**src/rtl/ps2_host_transmitter.sv**
```systemverilog
// Host-to-device PS/2 command transmitter: inhibit, request-to-send, 8 data bits,
// odd parity and stop on device clock falling edges, then acknowledge check.
module ps2_host_transmitter #(
  parameter int unsigned INHIBIT_CYCLES = 5000,
  parameter int unsigned TIMEOUT_CYCLES = 750000
) (
  input  logic       Clock_50,
  input  logic       Reset,
  input  logic [7:0] TX_data,
  input  logic       TX_start,
  output logic       TX_busy,
  output logic       TX_done,
  output logic       TX_error,
  input  logic       PS2_clock,
  input  logic       PS2_data,
  output logic       PS2_clock_drive_low,
  output logic       PS2_data_drive_low
);

  localparam int INH_W = $clog2(INHIBIT_CYCLES + 1);
  localparam int TO_W  = $clog2(TIMEOUT_CYCLES + 1);
  localparam logic [INH_W-1:0] INH_LAST = INH_W'(INHIBIT_CYCLES - 1);
  localparam logic [TO_W-1:0]  TO_LAST  = TO_W'(TIMEOUT_CYCLES - 1);

  typedef enum logic [2:0] {
    S_TX_IDLE,
    S_TX_INHIBIT,
    S_TX_RTS,
    S_TX_DATA,
    S_TX_PARITY,
    S_TX_STOP,
    S_TX_ACK,
    S_TX_WAIT_IDLE
  } tx_state_t;

  tx_state_t        state, state_nxt;
  logic [INH_W-1:0] inh_cnt, inh_cnt_nxt;
  logic [TO_W-1:0]  to_cnt, to_cnt_nxt;
  logic [2:0]       bit_idx, bit_idx_nxt;
  logic [7:0]       tx_byte;
  logic             latch_byte;
  logic             busy_nxt, done_nxt, error_nxt, clk_low_nxt, dat_low_nxt;
  logic             ps2_clk_p0, ps2_clk_p1, ps2_clk_p2;
  logic             ps2_dat_p0, ps2_dat_p1;
  logic             clk_fall, in_xfer;

  function automatic logic odd_parity(input logic [7:0] b);
    return ~^b;
  endfunction

  // Synchronizer stage: p0/p1 metastability flops, p2 holds previous clock for edge detect
  always_ff @(posedge Clock_50) begin
    ps2_clk_p0 <= PS2_clock;
    ps2_clk_p1 <= ps2_clk_p0;
    ps2_clk_p2 <= ps2_clk_p1;
    ps2_dat_p0 <= PS2_data;
    ps2_dat_p1 <= ps2_dat_p0;
  end

  assign clk_fall = ~ps2_clk_p1 & ps2_clk_p2;
  assign in_xfer  = (state == S_TX_DATA) || (state == S_TX_PARITY) ||
                    (state == S_TX_STOP) || (state == S_TX_ACK) ||
                    (state == S_TX_WAIT_IDLE);

  always_comb begin
    state_nxt   = state;
    inh_cnt_nxt = inh_cnt;
    to_cnt_nxt  = to_cnt;
    bit_idx_nxt = bit_idx;
    busy_nxt    = TX_busy;
    done_nxt    = 1'b0;
    error_nxt   = 1'b0;
    clk_low_nxt = PS2_clock_drive_low;
    dat_low_nxt = PS2_data_drive_low;
    latch_byte  = 1'b0;

    case (state)
      S_TX_IDLE: begin
        clk_low_nxt = 1'b0;
        dat_low_nxt = 1'b0;
        if (TX_start) begin
          latch_byte  = 1'b1;
          busy_nxt    = 1'b1;
          clk_low_nxt = 1'b1;
          inh_cnt_nxt = '0;
          state_nxt   = S_TX_INHIBIT;
        end
      end
      S_TX_INHIBIT: begin
        if (inh_cnt == INH_LAST) begin
          dat_low_nxt = 1'b1;
          state_nxt   = S_TX_RTS;
        end else begin
          inh_cnt_nxt = inh_cnt + INH_W'(1);
        end
      end
      S_TX_RTS: begin
        clk_low_nxt = 1'b0;
        to_cnt_nxt  = '0;
        bit_idx_nxt = '0;
        state_nxt   = S_TX_DATA;
      end
      S_TX_DATA: begin
        if (clk_fall) begin
          dat_low_nxt = ~tx_byte[bit_idx];
          bit_idx_nxt = bit_idx + 3'd1;
          if (bit_idx == 3'd7) state_nxt = S_TX_PARITY;
        end
      end
      S_TX_PARITY: begin
        if (clk_fall) begin
          dat_low_nxt = ~odd_parity(tx_byte);
          state_nxt   = S_TX_STOP;
        end
      end
      S_TX_STOP: begin
        if (clk_fall) begin
          dat_low_nxt = 1'b0;
          state_nxt   = S_TX_ACK;
        end
      end
      S_TX_ACK: begin
        if (clk_fall) begin
          if (!ps2_dat_p1) begin
            state_nxt = S_TX_WAIT_IDLE;
          end else begin
            error_nxt   = 1'b1;
            busy_nxt    = 1'b0;
            dat_low_nxt = 1'b0;
            state_nxt   = S_TX_IDLE;
          end
        end
      end
      S_TX_WAIT_IDLE: begin
        if (ps2_clk_p1 && ps2_dat_p1) begin
          done_nxt  = 1'b1;
          busy_nxt  = 1'b0;
          state_nxt = S_TX_IDLE;
        end
      end
      default: state_nxt = S_TX_IDLE;
    endcase

    // The watchdog overrides any in-flight transition so done and error stay exclusive
    if (in_xfer) begin
      if (to_cnt == TO_LAST) begin
        clk_low_nxt = 1'b0;
        dat_low_nxt = 1'b0;
        error_nxt   = 1'b1;
        done_nxt    = 1'b0;
        busy_nxt    = 1'b0;
        state_nxt   = S_TX_IDLE;
      end else begin
        to_cnt_nxt = to_cnt + TO_W'(1);
      end
    end
  end

  // Control stage: FSM state, counters and registered pad/handshake outputs
  always_ff @(posedge Clock_50) begin
    if (Reset) begin
      state               <= S_TX_IDLE;
      inh_cnt             <= '0;
      to_cnt              <= '0;
      bit_idx             <= '0;
      TX_busy             <= 1'b0;
      TX_done             <= 1'b0;
      TX_error            <= 1'b0;
      PS2_clock_drive_low <= 1'b0;
      PS2_data_drive_low  <= 1'b0;
    end else begin
      state               <= state_nxt;
      inh_cnt             <= inh_cnt_nxt;
      to_cnt              <= to_cnt_nxt;
      bit_idx             <= bit_idx_nxt;
      TX_busy             <= busy_nxt;
      TX_done             <= done_nxt;
      TX_error            <= error_nxt;
      PS2_clock_drive_low <= clk_low_nxt;
      PS2_data_drive_low  <= dat_low_nxt;
    end
  end

  always_ff @(posedge Clock_50) begin
    if (latch_byte) tx_byte <= TX_data;
  end

endmodule

```
**config.mk**
```make
export PLATFORM = sky130hd
export DESIGN_NAME = ps2_host_transmitter
export DESIGN_NICKNAME = d
export VERILOG_FILES = /design/src/rtl/ps2_host_transmitter.sv
export SDC_FILE = /design/constraint.sdc
export NUM_CORES = 1
export LEC_CHECK = 0
export ABC_CLOCK_PERIOD_IN_PS = 5480
export CORE_MARGIN = 10
export CORE_UTILIZATION = 31
export DETAILED_ROUTE_END_ITERATION = 10
export PLACE_DENSITY = 0.46
export SETUP_SLACK_MARGIN = 0.3
export SYNTH_ARGS = -nofsm -noshare
export SYNTH_HDL_FRONTEND = slang
export SYNTH_SLANG_ARGS = --single-unit
```
**constraint.sdc**
```tcl
create_clock -name Clock_50 -period 5.48 [get_ports Clock_50]
set_input_delay 0.822 -clock Clock_50 [delete_from_list [all_inputs] [get_ports Clock_50]]
set_output_delay 0.822 -clock Clock_50 [all_outputs]
set_load 0.05 [all_outputs]
```
==> out/qor.csv <==
metric,value,unit
initial antenna violation count,0,
Initial Util,31.71,%
CP Class,in -> reg,
total power,900.1,uW
Port Buffers,17,
drt wl/cell,13.99,um
sequential-to-total area share from yosys stat,41.87,%
Synth Area in Compound Gates,13.30,%
"Area growth, synth to finish",15.27,%
total grt overflow,0,
Top-Level Pins,18,
Hold Crit Class,reg -> reg,
"CP delay by family, top",simple AND/OR/NAND/NOR gates,
"Cell Area, Synth",2917,um^2
first-pass GRT wire length,10.80,mm
Vias/cell,5.137,
DRT Wirelength,6.338,mm
HPWL Detailed,4.381,mm
"Clk Latency, worst-skew pair",0.35,ns
Final #Nets,354,
post-synthesis average cell area,9.058,um^2
met2 routed WL,2.881,mm
VDD IR-drop max,0.0001192,V
largest family of logic cells by synthesized area,simple AND/OR/NAND/NOR gates,
post-cts hold buffer count,0,
CTS sink count,57,
Synth area leader,dfxtp_1,
CORE AREA,9196,um^2
Slew HR,43.25,%
"Top FF cell, synth",dfxtp_1,
H-tree levels,3,
crit start category,input pin,
final antenna-violating net count,0,
met1 wire length,3.053,mm
Resized cells post-CTS,0,
Setup TNS,0,ns
Synth top cells by count,"dfxtp_1 (49), nor2_1 (36), nand2_1 (20)",
max incr delay on CP,0.68,ns
WP buf/inv,1,
clk slew on worst S/H paths,0.06,ns
Hold Slack,0.3269,ns
CP Cell Sequence,"clkdlybuf4s50_1, nor3b_2, or2_2, nor2_1, mux2_2",
adder-cell share of the synthesized area,1.716,%
GPL Wtd Cong,0.7633,
Antenna Cells,0,
Final Hold Vio Count,0,
Synth area leaders,"dfxtp_1 (34%), edfxtp_1 (8.2%), nor2_1 (4.6%), xnor2_1 (4.5%), a21oi_1 (3.3%)",
Setup crit end kind,flip-flop,
layout cells sized above 1,11.99,%
top layer in use,met4,
Layout Skew,0.01162,ns
slowest CP cell,nor3b_2,
CP Max Fanout,12,
Clock Path Buffers,2,
Syn Nets,339,
Max-Cap Viols,0,
CTS tree,done,
top cell type's share of synthesized area,33.63,%
top-count cell post-synth,dfxtp_1,
die area,13690,um^2
first drt pass iteration count,4,
non-filler instance count after layout,453,
floorplan row count,35,
# DRC,0,
required time worst endpoint,5.71,ns
setup repair bufs after CTS,0,
via count,2327,
Slew Limit Fails,0,
Leak,0.001101,uW
"Data arrival, critical path",2.75,ns
period utilization,46.09,%
Final Critical Period,2.526,ns
synth unique cells,60,
top achievable clock speed,395.9,MHz
total number of yosys warnings,0,
initial DRC count,105,
outcome,"complete, no violations",
vias in the first global route,2237,
Synth Area in Simple Gates,29.04,%
Chip Height,117.0,um
mux share of post-synthesis cell area,4.076,%
unrepaired setup endpoints after global routing,no,
ys async rst share,0,%
Num CTS Buffers,9,
"EDFF count, synth",8,
worst slew pin tran,0.8512,ns
clock root cell,clkbuf_8,
largest net degree at the start of global routing,31,
Power Density,267.7,nW/um^2
final setup fails,0,
Synth Area in XOR/XNOR,6.006,%
Mapped Cells,322,
synthesized flop and latch total,57,
GRT Util Overall,9.982,%
fillcell total,966,
chip width,117.0,um
placed insts,437,
WL met3,289,um
==> final cells by class <==
| class | instances | area [um^2] | share of cell area [%] |
|---|---|---|---|
| clock inverter | 7 | 80.08 | 2.382 |
| sequential | 57 | 1221 | 36.32 |
| tap | 111 | 138.9 | 4.131 |
| clock buffer | 9 | 123.9 | 3.684 |
| timing repair buffer | 19 | 185.2 | 5.508 |
| multi-input combinational | 241 | 1579 | 46.97 |
| inverter | 9 | 33.78 | 1.005 |
==> placed cells by master (no fill, tap or decap), types with 3 or more instances in the layout <==
master	netlist	final
ha_1	4	4
and3_1	11	11
or3_1	3	3
mux2i_1	4	4
clkbuf_8	0	9
edfxtp_1	8	8
o21ai_0	6	6
nand3b_1	10	10
mux2_2	7	7
xor2_1	5	5
inv_1	9	9
a31oi_1	5	5
xnor2_1	15	15
nand3_1	11	11
nor4b_1	4	4
clkinv_4	0	3
nor3b_1	8	8
nor3_1	11	11
a21oi_1	19	19
nor2_1	36	36
dfxtp_1	49	49
or2_2	3	3
nand2_1	20	20
nand4_1	12	12
a211oi_1	4	4
nand2b_1	4	4
clkdlybuf4s50_1	0	17
==> metal layers <==
metal	global-route usage, %	up-vias
li1	-	1206
met1	12.58	1079
met2	15.26	32
met3	3.313	10
met4	4.201	0
met5	0	-
==> cell families after synthesis <==
group,after synthesis
fa+ha+maj,4
xor+xnor,20
buf+inv,24
simple gates,151
mux,11
flops,57
compound gates,55
==> worst reg2reg max path, stage by stage (launching register included) <==
cell and delay [ns]:
dfxtp_1 0.40, ha_1 0.23, nand3_2 0.15, nor3_1 0.36, a41oi_2 0.51, nand4_1 0.30
mux2_2 0.35
==> registers in the layout (all words and copies together), names as in the netlist, 3 cells and up <==
name     count
bit_idx      3
inh_cnt     13
state        3
to_cnt      20
tx_byte      8
==> where the power goes <==
group | total [uW] | switching (uW) | leakage [uW] | internal, uW
Sequential | 438 | 5.64 | 0.000474 | 433
Clock | 404 | 191 | 0.0000960 | 213
Combinational | 57.7 | 32.5 | 0.000531 | 25.2
==> stage by stage <==
| stage | area (um^2) | utilization (%) | setup WS, ns |
|---|---|---|---|
| 2_1_floorplan | 2917 | - | 3.560 |
| 3_3_place_gp | 3158 | 34.34 | 2.541 |
| 3_5_place_dp | 3158 | 34.34 | 2.493 |
| 4_1_cts | 3362 | 36.56 | 2.860 |
| 5_1_grt | 3362 | 36.56 | 2.734 |
| 6_report | 3362 | 36.56 | 2.954 |
==> path summary, 6_finish.rpt <==
path,end,cells after the start,start,slack [ns]
setup / recovery,inh_cnt[7],5,TX_start,2.95
setup reg to reg,to_cnt[13],6,to_cnt[0],3.09
hold / removal,ps2_dat_p1,0,ps2_dat_p0,0.33
hold reg to reg,ps2_dat_p1,0,ps2_dat_p0,0.33
Power figures use the tool's default switching activity.
==> edit 1 (config.mk and constraints unchanged) <==
Make the reset (`Reset`) asynchronous in one clocked block.
--- a/src/rtl/ps2_host_transmitter.sv
+++ b/src/rtl/ps2_host_transmitter.sv
@@ -158,5 +158,5 @@
 
   // Control stage: FSM state, counters and registered pad/handshake outputs
-  always_ff @(posedge Clock_50) begin
+  always_ff @(posedge Clock_50 or posedge Reset) begin
     if (Reset) begin
       state               <= S_TX_IDLE;
Function: differs if Reset is asserted again (counterexample within 4 cycles, from zero or initial values and one cycle with Reset high); with Reset held inactive, the same outputs for 10 cycles.
==> edit 1 against the original RTL <==
Area after synthesis shrank 2.4%. Setup slack better by 100 ps. Sequential cell count stayed put. Routed wire length shrank 5.1%. Final cell count down 9.7%. Design area is 1.2% lower. Highest routed layer unchanged. Die area shrank 2.0%.
Power is not compared: it rests on default switching activity, and its combinational part moved more than twofold at a synthesized area within 25%.
==> edit 1: results (changes against the original RTL) <==
Place
  • Dpl cells: 393 (-10%)
  • Dpl hpwl: 4.252 mm (-2.9%)
  • GPL Wtd Cong: 0.7357 (-3.6%)
  • PortBufs: 17 (unchanged)

Drt
  • Iter 0 DRT Violations: 72 (-31%)
  • First-pass DRT Iterations: 4 (unchanged)
  • Drt wl/cell: 14.70 um (+5.1%)
  • Vias after detailed routing: 2,034 (-13%)

Clock tree
  • Max H-tree Level: 3 (unchanged)
  • Worst skew pair latency: between 300 and 400 ps
  • # resized after CTS: 0 (unchanged)
  • Worst-path clk slew: 60 ps (about the same)
  • Setup Buffers After CTS: 0 (unchanged)
  • Clk buf depth: 2 (unchanged)
  • Num CTS Buffers: 9 (unchanged)
  • CTS Root Cell: clkbuf_8

Synth
  • Commonest cells post-synth: dfrtp_1, nand2_1, nor2_1
  • Synth top area cells: dfrtp_1, edfxtp_1, nand2_1, mux2i_1, xnor2_1
  • Most common cell in the netlist: dfrtp_1
  • Average size of a mapped cell: 10.32 sq um (+14%)
  • Register area share after synthesis: 0.5062 (+0.08745)
  • Count of cell types in the netlist: 45 (-25%)
  • Synth Warn #: 0 (unchanged)
  • Post-synth EDFFs: 8 (unchanged)
  • Synthesized Nets: 293 (-14%)
  • Async SR Flop Fraction: 0.7719 (+0.7719)

STA
  • Rel. slew slack: 0.3291 (-0.1034)
  • Setup Skew: 10.78 ps (-0.8463 ps)

Outcome
  • Outcome: finished, final reports clean

Cells and area
  • Ratio of cells with drive above 1 in the final layout: 0.07973 (-0.04015)
  • Diode count: 0 (unchanged)
  • Largest regs: to_cnt x20, inh_cnt x13, tx_byte x8
  • Final cell count without fillers: 409 (-9.7%)
  • Fin nets: 313 (-12%)

Pwr
  • IR drop worst, VDD: around 100 uV
  • Leak: between 1 and 1.5 nW
  • Sw Pwr: 0.1725 mW

GRT
  • First-pass GRT wire length: 10.47 mm (-3.0%)
  • Largest net degree at the start of global routing: 45 (+45%)
  • GR Util All Layers: 0.09919 (-0.0006288)
  • Initial antenna violation count: 0 (unchanged)

Worst setup path
  • CP max stage cell: a21oi_1
  • Max FO, Critical Path: 24 (+12)
  • Worst EP arrival: 2640 ps (-110 ps)
  • Max incr delay on CP: 910 ps (+230 ps)

Hold path
  • Hold crit path type: reg2reg
## edit 1: critical path: cells and delay by family, from the launching register on
kind | cells | cell delay [ps]
multiplexers | 1 | 310
AND/OR/NAND/NOR | 2 | 290
AO/OA/AOI/OAI | 2 | 1070
flip-flops | 1 | 630
## edit 1: stage by stage
stage	setup slack [ps]	instance area (sq um)
5_1_grt	2871	3322
3_3_place_gp	2983	3123
3_5_place_dp	3021	3123
6_report	3059	3322
2_1_floorplan	3627	2848
4_1_cts	3103	3322
## edit 1: power groups by stage
stage / Clock (mW) / Combinational (mW) / Sequential (mW)
after floorplan: 0 / 0.00729 / 0.439
after global placement: 0 / 0.0187 / 0.440
after detailed placement: 0 / 0.0188 / 0.440
after CTS: 0.412 / 0.0188 / 0.432
after global routing: 0.427 / 0.0202 / 0.432
final: 0.396 / 0.0177 / 0.432
## edit 1: cells by family (layout without fill, tap and decap cells)
group | Yosys count | in the layout | synth area share
adders and majority gates | 4 | 4 | 0.01758
muxes | 16 | 16 | 0.06546
xor gates and xnor gates | 18 | 18 | 0.05536
AOI/OAI and AO/OA | 43 | 43 | 0.1019
DFF | 57 | 57 | 0.5062
buffers and inverters | 12 | 37 | 0.01713
and+or+nand+nor | 126 | 126 | 0.2364
## edit 1: path summary, 6_finish.rpt
check | start | end | slack, ps | depth (start not counted)
max in group asynchronous | Reset | inh_cnt[0] | 3860 | 2
min in group asynchronous | Reset | to_cnt[11] | 1030 | 2
min | ps2_dat_p0 | ps2_dat_p1 | 330 | 0
max | state[0] | to_cnt[0] | 3060 | 5
max reg2reg | state[0] | to_cnt[0] | 3060 | 5
min reg2reg | ps2_dat_p0 | ps2_dat_p1 | 330 | 0
## edit 1: metal layers
metal	vias up	GRT usage	part of all wire
met3	9	0.03359	0.035
met2	17	0.1323	0.42
li1	1044	-	-
met5	-	0	0
met1	964	0.1427	0.53
met4	0	0.03753	0.014
## edit 1: layout make-up
cell class | count | area, sq um
timing repair buffer | 18 | 177.7
clock buffer | 13 | 158.9
clock inverter | 3 | 40.04
multi-input combinational | 207 | 1358
fill | 895 | 5527
sequential | 57 | 1441
tap | 108 | 135.1
inverter | 3 | 11.26
==> edit 2 (same flow settings) <==
Without the edit above. `TIMEOUT_CYCLES`: 750000 -> 375000.
--- a/src/rtl/ps2_host_transmitter.sv
+++ b/src/rtl/ps2_host_transmitter.sv
@@ -3,5 +3,5 @@
 module ps2_host_transmitter #(
   parameter int unsigned INHIBIT_CYCLES = 5000,
-  parameter int unsigned TIMEOUT_CYCLES = 750000
+  parameter int unsigned TIMEOUT_CYCLES = 375000
 ) (
   input  logic       Clock_50,
Check against the original RTL: no difference found for any inputs over 10 cycles, from zero or initial values and one cycle with Reset high; that may be too few to reach the edited logic, so the function may still have changed.
==> edit 2 against the original RTL <==
Clock power decreased by 43%. Non-clock buffer count decreased by 1. Area after synthesis decreased by 7.3%. Critical path depth decreased by 4. Design area decreased by 9.5%. Largest power group unchanged. Sequential cell count decreased by 1. Global-route usage decreased by 1.3 points. Routed wire length decreased by 9.5%. First-iteration DRC count decreased by 29%. Power decreased by 20%. Setup slack improved by 230 ps.
==> edit 2: results (changes against the original RTL) <==
Worst setup path
  • CP top delay family: buffers and inverters
  • CP max stage cell: clkdlybuf4s50_1
  • Worst-case reg-to-reg path depth: 4 (-2)
  • Max incr delay on CP: 810 ps (+130 ps)
  • Setup slack, reg-to-reg: 3310 ps (+220 ps)

Synth
  • Count of cell types in the netlist: 59 (-1.7%)
  • Average size of a mapped cell: 8.987 sq um (-0.78%)
  • Synth top area cells: dfxtp_1, edfxtp_1, nand2_1, a21oi_1, nor2_1
  • Synthesized Nets: 318 (-6.2%)
  • Post-synthesis mux area share: 0.03700 (-0.003752)
  • Commonest cells post-synth: dfxtp_1, nand2_1, nor2_1

Cells and area
  • Seq area share: 0.3947 (+0.03151)
  • Multi-Input Combinational: 229 (-5.0%)
  • Nonclk buf count: 18 (-1)
  • Clock buf count: 5 (-4)
  • Non-clk invs: 3 (-6)
  • Ratio of cells with drive above 1 in the final layout: 0.08280 (-0.03708)
  • Largest regs: to_cnt x19, inh_cnt x13, tx_byte x8
  • Fin nets: 330 (-6.8%)
  • Final-layout clock-cell area share: 0.03002 (-0.03065)

Pwr
  • Clock Power Share: 0.322 (-0.127)
  • IR drop worst, VDD: 105.8 uV (-11%)
  • Sw Pwr: 0.1796 mW (-22%)
  • Logic pwr share: 0.077 (+0.013)

STA
  • Setup Skew: 9.211 ps (-2.413 ps)

GRT
  • M3 GR Usage: 0.02362 (-0.009507)
  • GR Util All Layers: 0.08683 (-0.01299)
  • M2 GR Usage: 0.1325 (-0.02012)
  • Largest net degree at the start of global routing: 27 (-13%)
  • Vias in the first global route: 1,957 (-13%)

Drt
  • DRT met1 WL: 3.006 mm (-1.5%)
  • Drt wl/cell: 13.60 um (-2.8%)
  • Metal2 WL: 2.478 mm (-14%)
  • Metal3 WL: 209 um (-28%)
  • Iter 0 DRT Violations: 75 (-29%)

Hold path
  • Hold_sp: ps2_clk_p0

Place
  • GPL Wtd Cong: 0.7622 (-0.14%)

Clock tree
  • Max H-tree Level: 2 (-1)

Outcome
  • Outcome: finished, final reports clean
==> edit 2: through the flow <==
step | worst slack, ps | power (mW) | cell area (sq um)
finish | 3181 | 0.7217 | 3043
global route | 3110 | 0.7568 | 3043
CTS | 3168 | 0.7308 | 3043
detailed placement | 2888 | 0.4997 | 2952
global placement | 2946 | 0.4995 | 2952
floorplan | 3531 | 0.4816 | 2705
==> edit 2: how the worst max path moves through the flow <==
stage                                  start                  to  slack, ps  cells after the start
after global placement              TX_start         inh_cnt[12]       2950                      6
after CTS                 PS2_data_drive_low  PS2_data_drive_low       3170                      1
after detailed placement            TX_start         inh_cnt[12]       2890                      6
after global routing                TX_start         inh_cnt[12]       3110                      6
final                     PS2_data_drive_low  PS2_data_drive_low       3180                      1
after floorplan                     TX_start          inh_cnt[5]       3530                      6
